## src/rtl/keypad_scanner.sv

```systemverilog
// Keypad matrix scanner: one-hot column drive, two-flop row synchroniser,
// press/release debounce and optional auto-repeat, one key_valid pulse per event.
module keypad_scanner #(
  parameter int ROWS     = 4,
  parameter int COLS     = 4,
  parameter int SCAN_DIV = 1000,
  parameter int DEBOUNCE = 10000,
  parameter int REPEAT   = 0,
  parameter int CODE_W   = $clog2(ROWS*COLS)
) (
  input  logic              clk,
  input  logic              nRst,
  input  logic              enable,
  input  logic [ROWS-1:0]   read_row,
  output logic [COLS-1:0]   scan_col,
  output logic              key_valid,
  output logic              key_repeat,
  output logic [CODE_W-1:0] key_code,
  output logic [ROWS-1:0]   key_row,
  output logic [COLS-1:0]   key_col,
  output logic              key_multi,
  output logic              key_held
);

  // state     | meaning
  // IDLE      | columns off, waiting for enable
  // SCAN      | stepping the one-hot column every SCAN_DIV cycles
  // DEB_PRESS | captured row pattern must stay stable for DEBOUNCE cycles
  // PRESS     | one-cycle key event
  // HOLD      | key down, auto-repeat timer running
  // RELEASE   | rows idle, must stay clear for DEBOUNCE cycles

  localparam int CNT_MAX = (DEBOUNCE > REPEAT) ? ((DEBOUNCE > 2) ? DEBOUNCE : 2)
                                               : ((REPEAT > 2) ? REPEAT : 2);
  localparam int CNT_W = $clog2(CNT_MAX);
  localparam int DIV_W = $clog2(SCAN_DIV);
  localparam int CLR_W = $clog2(COLS + 1);

  localparam logic [CNT_W-1:0] DEB_LAST = CNT_W'(DEBOUNCE - 1);
  localparam logic [CNT_W-1:0] RPT_LAST = CNT_W'((REPEAT > 0) ? REPEAT - 1 : 0);
  localparam logic [DIV_W-1:0] DIV_LAST = DIV_W'(SCAN_DIV - 1);
  localparam logic [CLR_W-1:0] CLR_LAST = CLR_W'(COLS - 1);
  localparam logic [COLS-1:0]  COL_FIRST = {1'b1, {(COLS-1){1'b0}}};

  typedef enum logic [2:0] {
    IDLE,
    SCAN,
    DEB_PRESS,
    PRESS,
    HOLD,
    RELEASE
  } state_t;

  state_t            state, nxt_state;
  logic [ROWS-1:0]   row_m, row_s;
  logic [DIV_W-1:0]  div, nxt_div;
  logic [CNT_W-1:0]  deb, nxt_deb;
  logic [CNT_W-1:0]  rpt, nxt_rpt;
  logic [CLR_W-1:0]  clr_cnt, nxt_clr_cnt;
  logic              armed, nxt_armed;
  logic [COLS-1:0]   nxt_scan_col;
  logic [ROWS-1:0]   nxt_key_row;
  logic [COLS-1:0]   nxt_key_col;
  logic [CODE_W-1:0] nxt_key_code;
  logic              nxt_key_multi;
  logic [COLS-1:0]   col_rot;

  function automatic logic [CODE_W-1:0] make_code(input logic [ROWS-1:0] rows,
                                                  input logic [COLS-1:0] cols);
    int r_idx;
    int c_idx;
    r_idx = 0;
    c_idx = 0;
    for (int i = 0; i < ROWS; i++) if (rows[i]) r_idx = i;
    for (int j = 0; j < COLS; j++) if (cols[j]) c_idx = j;
    return CODE_W'(r_idx * COLS + c_idx);
  endfunction

  always_ff @(posedge clk or negedge nRst) begin
    if (!nRst) begin
      row_m <= '0;
      row_s <= '0;
    end else begin
      row_m <= read_row;
      row_s <= row_m;
    end
  end

  always_ff @(posedge clk or negedge nRst) begin
    if (!nRst) begin
      state     <= IDLE;
      div       <= '0;
      deb       <= '0;
      rpt       <= '0;
      clr_cnt   <= '0;
      armed     <= 1'b0;
      scan_col  <= '0;
      key_row   <= '0;
      key_col   <= '0;
      key_code  <= '0;
      key_multi <= 1'b0;
    end else begin
      state     <= nxt_state;
      div       <= nxt_div;
      deb       <= nxt_deb;
      rpt       <= nxt_rpt;
      clr_cnt   <= nxt_clr_cnt;
      armed     <= nxt_armed;
      scan_col  <= nxt_scan_col;
      key_row   <= nxt_key_row;
      key_col   <= nxt_key_col;
      key_code  <= nxt_key_code;
      key_multi <= nxt_key_multi;
    end
  end

  assign col_rot  = {scan_col[0], scan_col[COLS-1:1]};
  assign key_held = (state == HOLD) || (state == RELEASE);

  always_comb begin
    nxt_state     = state;
    nxt_div       = '0;
    nxt_deb       = deb;
    nxt_rpt       = rpt;
    nxt_clr_cnt   = clr_cnt;
    nxt_armed     = armed;
    nxt_scan_col  = scan_col;
    nxt_key_row   = key_row;
    nxt_key_col   = key_col;
    nxt_key_code  = key_code;
    nxt_key_multi = key_multi;
    key_valid     = 1'b0;
    key_repeat    = 1'b0;

    if (!enable) begin
      nxt_state    = IDLE;
      nxt_scan_col = '0;
      nxt_deb      = '0;
      nxt_rpt      = '0;
    end else begin
      case (state)
        IDLE: begin
          nxt_scan_col = COL_FIRST;
          nxt_state    = SCAN;
        end

        SCAN: begin
          if (div == DIV_LAST) begin
            if (armed && (row_s != '0)) begin
              nxt_key_row = row_s;
              nxt_key_col = scan_col;
              nxt_deb     = '0;
              nxt_state   = DEB_PRESS;
            end else begin
              nxt_scan_col = col_rot;
              // After reset a key only counts once a full sweep has read clear
              if (!armed) begin
                if (row_s != '0)            nxt_clr_cnt = '0;
                else if (clr_cnt == CLR_LAST) nxt_armed = 1'b1;
                else                         nxt_clr_cnt = clr_cnt + 1'b1;
              end
            end
          end else begin
            nxt_div = div + 1'b1;
          end
        end

        DEB_PRESS: begin
          if (row_s != key_row) begin
            nxt_state = SCAN;
          end else if (deb == DEB_LAST) begin
            nxt_key_code  = make_code(key_row, key_col);
            nxt_key_multi = ($countones(key_row) > 1);
            nxt_state     = PRESS;
          end else begin
            nxt_deb = deb + 1'b1;
          end
        end

        PRESS: begin
          key_valid = 1'b1;
          nxt_deb   = '0;
          nxt_rpt   = '0;
          nxt_state = HOLD;
        end

        HOLD: begin
          if (row_s == '0) begin
            nxt_deb   = '0;
            nxt_state = RELEASE;
          end else if (REPEAT > 0) begin
            if (rpt == RPT_LAST) begin
              key_valid  = 1'b1;
              key_repeat = 1'b1;
              nxt_rpt    = '0;
            end else begin
              nxt_rpt = rpt + 1'b1;
            end
          end
        end

        RELEASE: begin
          if (row_s != '0) begin
            nxt_state = HOLD;
          end else if (deb == DEB_LAST) begin
            nxt_scan_col = col_rot;
            nxt_state    = SCAN;
          end else begin
            nxt_deb = deb + 1'b1;
          end
        end

        default: nxt_state = IDLE;
      endcase
    end
  end

endmodule

```

## config.mk

```make
export PLATFORM = sky130hd
export DESIGN_NAME = keypad_scanner
export DESIGN_NICKNAME = d
export VERILOG_FILES = /design/src/rtl/keypad_scanner.sv
export SDC_FILE = /design/constraint.sdc
export NUM_CORES = 1
export LEC_CHECK = 0
export BUFFER_PORTS_ARGS = -buffer_cell sky130_fd_sc_hd__clkbuf_2
export CELL_PAD_IN_SITES_DETAIL_PLACEMENT = 1
export CELL_PAD_IN_SITES_GLOBAL_PLACEMENT = 1
export CORE_AREA = 2 2 79 96
export CTS_BUF_LIST = sky130_fd_sc_hd__clkbuf_4
export DETAILED_ROUTE_END_ITERATION = 16
export DIE_AREA = 0 0 81 98
export GPL_TIMING_DRIVEN = 0
export PLACE_DENSITY = 0.71
export SYNTH_ARGS = -nofsm -noshare
export SYNTH_HDL_FRONTEND = slang
export SYNTH_SLANG_ARGS = --single-unit
export TNS_END_PERCENT = 30
```

## constraint.sdc

```tcl
create_clock -name clk -period 2.3 [get_ports clk]
set_clock_uncertainty 0.05 [all_clocks]
set_input_delay 0.23 -clock clk [delete_from_list [all_inputs] [get_ports clk]]
set_output_delay 0.23 -clock clk [all_outputs]
set_load 0.02 [all_outputs]
```

==> results of run 1 <==
synth_stat cells, drive strengths merged (5+ instances only):
library cell | n | area share
a21oi | 5 | 0.0091
nand4 | 5 | 0.014
nand3 | 16 | 0.029
o22a | 9 | 0.029
inv | 15 | 0.020
dfrtp | 56 | 0.51
nand2 | 20 | 0.027
mux2 | 11 | 0.045
and3 | 10 | 0.023
nor3 | 13 | 0.024
o21ai | 13 | 0.024
buf | 5 | 0.012
xor2 | 9 | 0.029
clkbuf | 6 | 0.0082
nor2 | 19 | 0.026
cell families (layout without fill, tap and decap cells):
family | Yosys count | in the layout
and+or+nand+nor | 106 | 106
DFF | 56 | 56
AOI/OAI and AO/OA | 50 | 50
buffers and inverters | 26 | 77
muxes | 15 | 15
xor gates and xnor gates | 10 | 10
adders and majority gates | 5 | 5
other | 1 | 1
power groups by stage:
| stage | logic [µW] | registers [µW] | clock network [µW] |
|---|---|---|---|
| 2_1_floorplan | 56.5 | 1030 | 0 |
| 3_3_place_gp | 106 | 1030 | 0 |
| 3_5_place_dp | 107 | 1030 | 0 |
| 4_1_cts | 147 | 1020 | 514 |
| 5_1_grt | 166 | 1020 | 543 |
| 6_report | 149 | 1020 | 491 |
timing repair:
action,CTS,global route
setup endpoints to repair,30,33
pin swaps,4,6
hold endpoints to repair,60,0
hold buffers,5,0
gates cloned,1,0
setup buffers,8,6
resized for setup,20,10
placed cells by master, fill, tap and decap left out, types with 6 or more instances in the layout:
master / count
sky130_fd_sc_hd__inv_1: 15
sky130_fd_sc_hd__clkbuf_2: 27
sky130_fd_sc_hd__nand3_1: 15
sky130_fd_sc_hd__nand2_1: 20
sky130_fd_sc_hd__and3_1: 10
sky130_fd_sc_hd__clkbuf_4: 6
sky130_fd_sc_hd__o21ai_0: 12
sky130_fd_sc_hd__nor3_1: 12
sky130_fd_sc_hd__mux2_2: 11
sky130_fd_sc_hd__buf_4: 15
sky130_fd_sc_hd__nor2_1: 19
sky130_fd_sc_hd__xor2_1: 9
sky130_fd_sc_hd__dfrtp_1: 54
sky130_fd_sc_hd__o22a_1: 9
worst max-delay path: cells and delay by family (launching register included):
family / cells / cell delay (ps)
AOI/OAI and AO/OA: 2 / 310
adders and majority gates: 1 / 160
buffers and inverters: 1 / 170
DFF: 1 / 450
and+or+nand+nor: 3 / 1080
area by class of cell:
cell class	instances	area, µm²
buffer	9	61.3
clock buffer	5	37.5
clock inverter	3	33.8
fill	830	3700
inverter	15	56.3
multi-input combinational	187	1350
sequential	56	1400
tap	90	113
timing repair buffer	45	310
routing by layer:
layer  GRT usage  vias up
met5           0        -
met1       0.220     1132
li1            -     1065
met3      0.0360        9
met2       0.323       22
met4      0.0404        0
worst paths after layout:
path                            slack [ps]          startpoint              endpoint  depth (start not counted)
worst min-delay path                   220              enable  state[2]$_DFFE_PN0P_                          3
worst min register to register         330  row_m[0]$_DFF_PN0_    row_s[0]$_DFF_PN0_                          0
min in group asynchronous              380                nRst   deb[11]$_DFFE_PN0P_                          2
worst max register to register         -20    div[1]$_DFF_PN0_    deb[4]$_DFFE_PN0P_                          7
worst max-delay path                   -20    div[1]$_DFF_PN0_    deb[4]$_DFFE_PN0P_                          7
max in group asynchronous             1260                nRst  state[2]$_DFFE_PN0P_                          2
registers in the layout, summed over array words and instances, names as in the netlist:
register / cells
div: 10
deb: 14
key_col: 4
armed: 1
row_m: 4
clr_cnt: 3
scan_col: 4
state: 3
key_row: 4
key_code: 4
row_s: 4
key_multi: 1
through the flow:
| stage | worst slack, ps | instances | setup TNS, ps |
|---|---|---|---|
| global route | -111 | 410 | -1340 |
| floorplan | 72.7 | 269 | 0 |
| finish | -23.6 | 410 | -74.9 |
| CTS | -46.9 | 405 | -460 |
| global placement | -347 | 384 | -6260 |
| detailed placement | -423 | 384 | -7580 |
==> flow_summary.rst, run 1 <==
.. list-table::
   :header-rows: 1

   * - Metric
     - Value
   * - Initial core utilization
     - 0.390
   * - Clock buffers created by TritonCTS
     - 5
   * - Highest attainable clock frequency
     - 430 MHz
   * - Combinational family with the most area after synthesis
     - simple AND/OR/NAND/NOR gates
   * - Hold violation total from the final report
     - 0
   * - Detailed Route Iter0 Violations
     - 67
   * - Total GRT Usage
     - 0.180
   * - Antenna violations before repair
     - 0
   * - Cell chain of the critical path
     - ha_4 > nand4b_1 > nor3_2 > a31oi_2 > or4_4 > buf_8 > o22a_1
   * - Part of the total power dissipated in sequential elements
     - 0.613
   * - Synthesis-stage register bit count
     - 56
   * - Nets in the synthesized netlist
     - 281
   * - Part of the power in combinational logic
     - 0.090
   * - Buffer levels on the longest clock path
     - 2
   * - Number of search-and-repair iterations in the first detailed-routing pass
     - 4
   * - Crit share post-route
     - 1.01
   * - Kind of critical path
     - register to register
   * - Buffer cell driving the clock tree root
     - sky130_fd_sc_hd__clkbuf_4
   * - Areal power density over the cells
     - 492 nW/µm²
   * - Share of async-settable or async-resettable flops after synthesis
     - 1.00
   * - Die boundary height
     - 98 µm
   * - DRT met1 WL
     - 2870 µm
   * - Cell internal pwr
     - 1200 µW
   * - Via count normalized by instance count
     - 5.43
   * - CP Data Required Time
     - 2540 ps
   * - EDFF count, synth
     - 0
   * - Number of nets still failing antenna checks after routing
     - 0
   * - Leakage
     - 0.00156 µW
   * - Vias in the first global route
     - 2360
   * - Number of inserted diodes
     - 0
   * - Boundary Pins
     - 27
   * - Vias
     - 2228
   * - Xor/xnor cell area share of the yosys netlist
     - 0.0318
   * - Worst min-delay path class
     - input port to register
   * - Nature of the critical path endpoint
     - register
   * - Failing checks
     - setup timing
   * - Cell row count
     - 34
   * - Compound-gate portion of the synthesized area
     - 0.129
   * - Clk Latency, worst-skew pair
     - 400 ps
   * - Cells after Synth
     - 269
   * - Die width
     - 81 µm
   * - Total congestion overflow
     - 0
   * - Core Util, Final
     - 0.477
   * - Clock net sink count
     - 56
   * - First-pass GRT wire length
     - 11200 µm
   * - Largest net degree at the start of global routing
     - 57
   * - Number of buffer cells added on primary ports
     - 25
   * - Distinct cell type count after synthesis
     - 50
   * - Worst Setup Start Kind
     - register
   * - Metal2 WL
     - 3620 µm
   * - Post-Synth Simple-Gate Area
     - 0.203
   * - Overall power
     - 1660 µW
   * - Worst slew pin tran
     - 779 ps
   * - Share of synthesized area spent on multiplexers
     - 0.0595
   * - Run status
     - finished with violations
   * - Share of cells above drive strength 1
     - 0.275
   * - Aggregate routed wire length
     - 6770 µm
   * - Routed wirelength normalized by instance count
     - 16.5 µm
   * - Worst ir drop on vdd
     - 315 µV
   * - H-tree depth
     - 2
   * - Final WS setup
     - -23.6 ps
   * - TritonCTS clock tree
     - done
   * - Primary flip-flop cell chosen by synthesis mapping
     - sky130_fd_sc_hd__dfrtp_1
   * - Area growth syn-to-layout
     - 22.1%
   * - Final count of pins violating max slew
     - 0
   * - Critical-path cell with the highest stage delay
     - sky130_fd_sc_hd__or4_4
   * - DRC errors left
     - 0
   * - Met3 WL post-DR
     - 164 µm
   * - Data arrival time of the worst path
     - 2560 ps
   * - Maximum net fanout on the critical path
     - 6
   * - Slowest cell delay on critical path
     - 640 ps
   * - RSZ-0062 raised after global routing
     - yes
   * - Switching power as a share of total power
     - 0.277
   * - Number of max-capacitance violations reported
     - 0
   * - Worst hold slack after final layout
     - 217 ps
   * - Shortest clock period the worst path allows after layout
     - 2320 ps
   * - Sequential cell area fraction in the yosys report
     - 0.508
   * - Mapped cell area
     - 2760 µm²
   * - Summed area of non-filler cells in the final layout
     - 3370 µm²
   * - Top layer used by detailed routing
     - met4
   * - Avg Synthesized Cell Area
     - 10.2 µm²
   * - Net count reported at finish
     - 331
   * - Sw power
     - 459 µW
   * - Die Footprint
     - 7940 µm²
   * - Final Setup Violations
     - 5
   * - DP Wirelength
     - 4430 µm
   * - Max-slew headroom
     - 0.481
   * - Share of power burned in the clock network
     - 0.297
   * - Synth Area in Adders
     - 0.0254
   * - Post-CTS clock slew at the launch and capture registers of the worst setup and hold paths
     - 170 ps
   * - Placement Cell Area
     - 3000 µm²
   * - Final RePlAce weighted congestion
     - 0.779
   * - Synthesis warning total
     - 0
   * - Total core area
     - 7060 µm²
Power figures use the tool's default switching activity.
==> run 2, diff against run 1 <==
--- a/config.mk
+++ b/config.mk
@@ -10,10 +10,12 @@
 export CELL_PAD_IN_SITES_GLOBAL_PLACEMENT = 1
 export CORE_AREA = 2 2 79 96
 export CTS_BUF_LIST = sky130_fd_sc_hd__clkbuf_4
+export CTS_CLUSTER_SIZE = 16
 export DETAILED_ROUTE_END_ITERATION = 16
 export DIE_AREA = 0 0 81 98
 export GPL_TIMING_DRIVEN = 0
 export PLACE_DENSITY = 0.71
+export RECOVER_POWER = 50
 export SYNTH_ARGS = -nofsm -noshare
 export SYNTH_HDL_FRONTEND = slang
 export SYNTH_SLANG_ARGS = --single-unit
==> flow_summary.rst, run 2 (synthesized netlist as in run 1, its figures left out) <==
.. list-table::
   :header-rows: 1

   * - Metric
     - Value
   * - Biggest register
     - deb
   * - Share of cells above drive strength 1
     - 0.275
   * - Area of the multi-input gates
     - 1350 µm²
   * - First element of the critical path
     - div[1]$_DFF_PN0_
   * - Worst reg2reg startpoint
     - div[1]$_DFF_PN0_
   * - Antenna violations before repair
     - 0
   * - TritonCTS clock tree
     - done
   * - Clock buffers created by TritonCTS
     - 5
   * - Number of buffer cells added on primary ports
     - 25
   * - Total congestion overflow
     - 0
   * - Critical-path cell with the highest stage delay
     - sky130_fd_sc_hd__or4_4
   * - First-pass GRT wire length
     - 11200 µm
   * - Number of nets still failing antenna checks after routing
     - 0
   * - Max-slew headroom
     - 0.0677
   * - Area growth syn-to-layout
     - 22.0%
   * - Net count reported at finish
     - 331
   * - Largest register FFs
     - 14
   * - Final Setup Violations
     - 5
   * - Boundary Pins
     - 27
   * - Run status
     - finished with violations
   * - Vias in the first global route
     - 2360
   * - Worst Setup Start Kind
     - register
   * - Number of max-capacitance violations reported
     - 0
   * - CP Data Required Time
     - 2540 ps
   * - Overall power
     - 1660 µW
   * - Via count normalized by instance count
     - 5.44
   * - Top flop regs
     - deb x14, div x10
   * - Final WS setup
     - -23.6 ps
   * - Buffer levels on the longest clock path
     - 2
   * - Core Util, Final
     - 0.476
   * - Total GRT Usage
     - 0.180
   * - Largest net degree at the start of global routing
     - 57
   * - Final RePlAce weighted congestion
     - 0.779
   * - Kind of critical path
     - register to register
   * - Post-CTS clock slew at the launch and capture registers of the worst setup and hold paths
     - 170 ps
   * - Worst min-delay path class
     - input port to register
   * - Vias
     - 2230
   * - Stages on worst setup path
     - 7
   * - Detailed Route Iter0 Violations
     - 67
   * - Placement Cell Area
     - 3000 µm²
   * - Total core area
     - 7060 µm²
   * - Die boundary height
     - 98 µm
   * - Die Footprint
     - 7940 µm²
   * - Hold Path Cell Cnt
     - 3
   * - Areal power density over the cells
     - 493 nW/µm²
   * - Data arrival time of the worst path
     - 2560 ps
   * - Commonest non-fill, non-tap cell in the layout
     - sky130_fd_sc_hd__dfrtp_1
   * - Leakage
     - 0.00156 µW
   * - Final count of pins violating max slew
     - 0
   * - Cell chain of the critical path
     - ha_4 > nand4b_1 > nor3_2 > a31oi_2 > or4_4 > buf_8 > o22a_1
   * - Number of search-and-repair iterations in the first detailed-routing pass
     - 4
   * - Die width
     - 81 µm
   * - H-tree depth
     - 2
   * - Family of cells with the greatest summed delay on the critical path
     - simple AND/OR/NAND/NOR gates
   * - Summed area of non-filler cells in the final layout
     - 3360 µm²
   * - FF+latch area
     - 1400 µm²
   * - Critical path buffer and inverter count
     - 1
   * - Launch point of the worst hold path
     - enable
   * - Slowest cell delay on critical path
     - 640 ps
   * - Number of cells traversed by the worst register-to-register path
     - 7
   * - Routed wirelength normalized by instance count
     - 16.5 µm
   * - Initial core utilization
     - 0.390
   * - RSZ-0062 raised after global routing
     - yes
   * - Crit share post-route
     - 1.01
   * - Cell row count
     - 34
   * - Worst ir drop on vdd
     - 315 µV
   * - Hold violation total from the final report
     - 0
   * - Buffer cell driving the clock tree root
     - sky130_fd_sc_hd__clkbuf_4
   * - Shortest clock period the worst path allows after layout
     - 2320 ps
   * - Number of inserted diodes
     - 0
   * - Failing checks
     - setup timing
   * - Clock net sink count
     - 56
   * - Nature of the critical path endpoint
     - register
   * - Clk Latency, worst-skew pair
     - 400 ps
   * - Worst slack after detailed placement
     - -423 ps
   * - DRC errors left
     - 0
   * - Commonest cells after routing, fill and taps aside
     - sky130_fd_sc_hd__dfrtp_1, sky130_fd_sc_hd__clkbuf_2, sky130_fd_sc_hd__nand2_1
   * - Maximum net fanout on the critical path
     - 6
   * - DP Wirelength
     - 4430 µm
   * - Fill cell instance count of the final layout
     - 831
   * - Highest attainable clock frequency
     - 430 MHz
   * - Worst slew pin tran
     - 1400 ps
   * - Aggregate routed wire length
     - 6770 µm
==> run 2: cell types whose count changed in the layout (fill, tap and decap cells not counted) <==
| cell | change |
|---|---|
| sky130_fd_sc_hd__clkbuf_2 | +1 |
| sky130_fd_sc_hd__clkbuf_4 | -1 |
==> run 2: final timing paths <==
kind	slack, ps	to
min in group asynchronous	600	deb[11]$_DFFE_PN0P_
worst max-delay path	-20	deb[4]$_DFFE_PN0P_
worst min register to register	330	row_s[0]$_DFF_PN0_
max in group asynchronous	660	state[2]$_DFFE_PN0P_
worst max register to register	-20	deb[4]$_DFFE_PN0P_
worst min-delay path	220	state[2]$_DFFE_PN0P_
==> run 2: stage by stage <==
stage	instances	hold slack [ps]	setup TNS [ps]
after global routing	410	217	-1340
final	410	217	-74.9
after CTS	405	209	-460
after global placement	384	282	-6260
after floorplan	269	-116	0
after detailed placement	384	286	-7580
==> run 2: final cells by class <==
class / count / share of cell area
flip-flops and latches: 56 / 0.417
plain buffers: 9 / 0.0182
multi-input cells: 187 / 0.401
clock buffers: 5 / 0.0112
repair buffers: 45 / 0.0915
inverters: 15 / 0.0167
well taps: 90 / 0.0335
clock inverters: 3 / 0.0100
==> run 2: worst min-delay path: cells and delay by family <==
family	cells	cell delay [ps]
AOI/OAI and AO/OA	1	100
buffers and inverters	2	300
==> run 2: what timing repair did <==
item,in CTS,in global routing
endpoints found under the setup margin,30,33
pin swaps,4,6
hold buffers,5,0
endpoints found under the hold margin,60,0
gates resized for setup,20,10
cloned,1,0
buffers inserted,8,6
==> run 2: metal layers <==
layer,GRT usage,routed length (µm),up-vias,part of all wire
met5,0,0,-,0
li1,-,-,1065,-
met2,0.323,3620,24,0.53
met4,0.0404,114,0,0.017
met3,0.0360,166,9,0.025
met1,0.220,2870,1132,0.42
==> run 2: power breakdown <==
group | internal [µW] | switching (µW)
Sequential | 999 | 17.3
Clock | 135 | 357
Combinational | 63.9 | 85.1
Total | 1200 | 459
==> run 3, diff against run 2 <==
--- a/config.mk
+++ b/config.mk
@@ -16,6 +16,7 @@
 export GPL_TIMING_DRIVEN = 0
 export PLACE_DENSITY = 0.71
 export RECOVER_POWER = 50
+export SKIP_LAST_GASP = 1
 export SYNTH_ARGS = -nofsm -noshare
 export SYNTH_HDL_FRONTEND = slang
 export SYNTH_SLANG_ARGS = --single-unit
==> flow_summary.rst, run 3 (synthesized netlist as in run 1, its figures left out) <==
.. list-table::
   :header-rows: 1

   * - Metric
     - Value
   * - Nature of the critical path endpoint
     - register
   * - Post-CTS clock slew at the launch and capture registers of the worst setup and hold paths
     - 170 ps
   * - Total GRT Usage
     - 0.180
   * - Boundary Pins
     - 27
   * - Buffer levels on the longest clock path
     - 2
   * - Worst hold slack after final layout
     - 217 ps
   * - Number of cells traversed by the worst register-to-register path
     - 7
   * - Setup TNS
     - -79.4 ps
   * - Largest net degree at the start of global routing
     - 57
   * - Clock buffers created by TritonCTS
     - 5
   * - CP Data Required Time
     - 2540 ps
   * - Largest register FFs
     - 14
   * - Buffer cell driving the clock tree root
     - sky130_fd_sc_hd__clkbuf_4
   * - Max-slew headroom
     - 0.0676
   * - Maximum net fanout on the critical path
     - 6
   * - Biggest register
     - deb
   * - Routed wirelength normalized by instance count
     - 16.5 µm
   * - Worst slew pin tran
     - 1400 ps
   * - Kind of critical path
     - register to register
   * - Launch point of the worst hold path
     - enable
   * - Highest attainable clock frequency
     - 430 MHz
   * - Number of search-and-repair iterations in the first detailed-routing pass
     - 4
   * - Commonest non-fill, non-tap cell in the layout
     - sky130_fd_sc_hd__dfrtp_1
   * - Clock net sink count
     - 56
   * - Number of inserted diodes
     - 0
   * - Antenna violations before repair
     - 0
   * - Total core area
     - 7060 µm²
   * - Number of nets still failing antenna checks after routing
     - 0
   * - Critical-path cell with the highest stage delay
     - sky130_fd_sc_hd__or4_4
   * - Shortest clock period the worst path allows after layout
     - 2320 ps
   * - Share of cells above drive strength 1
     - 0.272
   * - Overall power
     - 1660 µW
   * - Met1 track demand over resource
     - 0.220
   * - Detailed Route Iter0 Violations
     - 64
   * - FF+latch area
     - 1400 µm²
   * - Via count normalized by instance count
     - 5.44
   * - RSZ-0062 raised after global routing
     - yes
   * - Vias
     - 2232
   * - Run status
     - finished with violations
   * - Slowest cell delay on critical path
     - 640 ps
   * - Leakage
     - 0.00156 µW
   * - Number of buffer cells added on primary ports
     - 25
   * - DRC errors left
     - 0
   * - First element of the critical path
     - div[1]$_DFF_PN0_
   * - Die width
     - 81 µm
   * - Cell chain of the critical path
     - ha_4 > nand4b_1 > nor3_2 > a31oi_2 > or4_4 > buf_8 > o22a_1
   * - H-tree depth
     - 2
   * - First-pass GRT wire length
     - 11200 µm
   * - Net count reported at finish
     - 331
   * - Final WS setup
     - -24.7 ps
   * - Clk Latency, worst-skew pair
     - 400 ps
   * - Worst min-delay path class
     - input port to register
   * - Failing checks
     - setup timing
   * - Final RePlAce weighted congestion
     - 0.779
   * - Worst Setup Start Kind
     - register
   * - Data arrival time of the worst path
     - 2570 ps
   * - Hold violation total from the final report
     - 0
   * - Die boundary height
     - 98 µm
   * - Final Setup Violations
     - 5
   * - Top flop regs
     - deb x14, div x10
   * - Cell row count
     - 34
   * - Global routing's busiest layer
     - met2
   * - Initial core utilization
     - 0.390
   * - TritonCTS clock tree
     - done
   * - Fill cell instance count of the final layout
     - 832
   * - Die Footprint
     - 7940 µm²
   * - Area of the multi-input gates
     - 1350 µm²
   * - Worst ir drop on vdd
     - 315 µV
   * - Capture instance of the worst register-to-register path
     - deb[4]$_DFFE_PN0P_
   * - Worst setup path endpoint
     - deb[4]$_DFFE_PN0P_
   * - DP Wirelength
     - 4430 µm
   * - Crit share post-route
     - 1.01
   * - M2 GR Usage
     - 0.323
   * - Number of max-capacitance violations reported
     - 0
   * - Worst reg2reg startpoint
     - div[1]$_DFF_PN0_
   * - Areal power density over the cells
     - 493 nW/µm²
   * - Slack of the worst reg-to-reg path
     - -20 ps
   * - Global-route met3 utilization
     - 0.0360
   * - Area growth syn-to-layout
     - 22.0%
   * - Total congestion overflow
     - 0
   * - Core Util, Final
     - 0.476
   * - Commonest cells after routing, fill and taps aside
     - sky130_fd_sc_hd__dfrtp_1, sky130_fd_sc_hd__clkbuf_2, sky130_fd_sc_hd__nand2_1
   * - Final count of pins violating max slew
     - 0
   * - Vias in the first global route
     - 2359
   * - Aggregate routed wire length
     - 6780 µm
[run 3: cell counts in the layout (fill, tap and decap cells not counted)]
No cell type changed its count.
[run 3: worst max-delay path: cells and delay by family (launching register included)]
kind | cells | cell delay, ps
flops | 1 | 450
fa+ha+maj | 1 | 160
simple gates | 3 | 1080
buf+inv | 1 | 170
compound gates | 2 | 310
[run 3: repair_timing]
action                                 in CTS  in global routing
endpoints found under the hold margin      60                  0
pin swaps                                   3                  5
hold buffers                                5                  0
gates cloned                                1                  0
buffers inserted                            8                  6
setup endpoints to repair                  30                 33
gates resized for setup                    20                  8
[run 3: final cells by class]
class	instances	share of cell area
repair buffers	45	0.0916
multi-input cells	187	0.402
clock buffers	5	0.0112
plain buffers	9	0.0179
clock inverters	3	0.0100
well taps	90	0.0335
flip-flops and latches	56	0.418
inverters	15	0.0167
[run 3: how the worst min path moves through the flow]
stage | to | slack [ps] | cells past startpoint
after floorplan | armed$_DFFE_PN0P_ | -120 | 0
after global placement | row_s[2]$_DFF_PN0_ | 280 | 0
after detailed placement | row_s[0]$_DFF_PN0_ | 290 | 0
after CTS | state[2]$_DFFE_PN0P_ | 210 | 3
after global routing | state[2]$_DFFE_PN0P_ | 220 | 3
final | state[2]$_DFFE_PN0P_ | 220 | 3
[run 3: stage by stage]
stage / std cells / worst slack, ps / area [µm²]
2_1_floorplan: 269 / 72.7 / 2760
6_report: 410 / -24.7 / 3360
5_1_grt: 410 / -111 / 3360
3_3_place_gp: 384 / -347 / 2990
3_5_place_dp: 384 / -423 / 3000
4_1_cts: 405 / -47.0 / 3290
[run 3: metal layers]
metal | routed length (µm) | vias up
met2 | 3620 | 24
met1 | 2880 | 1134
met3 | 166 | 9
li1 | - | 1065
met4 | 114 | 0
met5 | 0 | -
[run 3: power by group]
part / switching (µW) / leakage (µW) / internal, µW / total (µW)
Clock: 357 / 0.0000385 / 135 / 492
Sequential: 17.3 / 0.000742 / 999 / 1020
Combinational: 85.1 / 0.000778 / 63.8 / 149
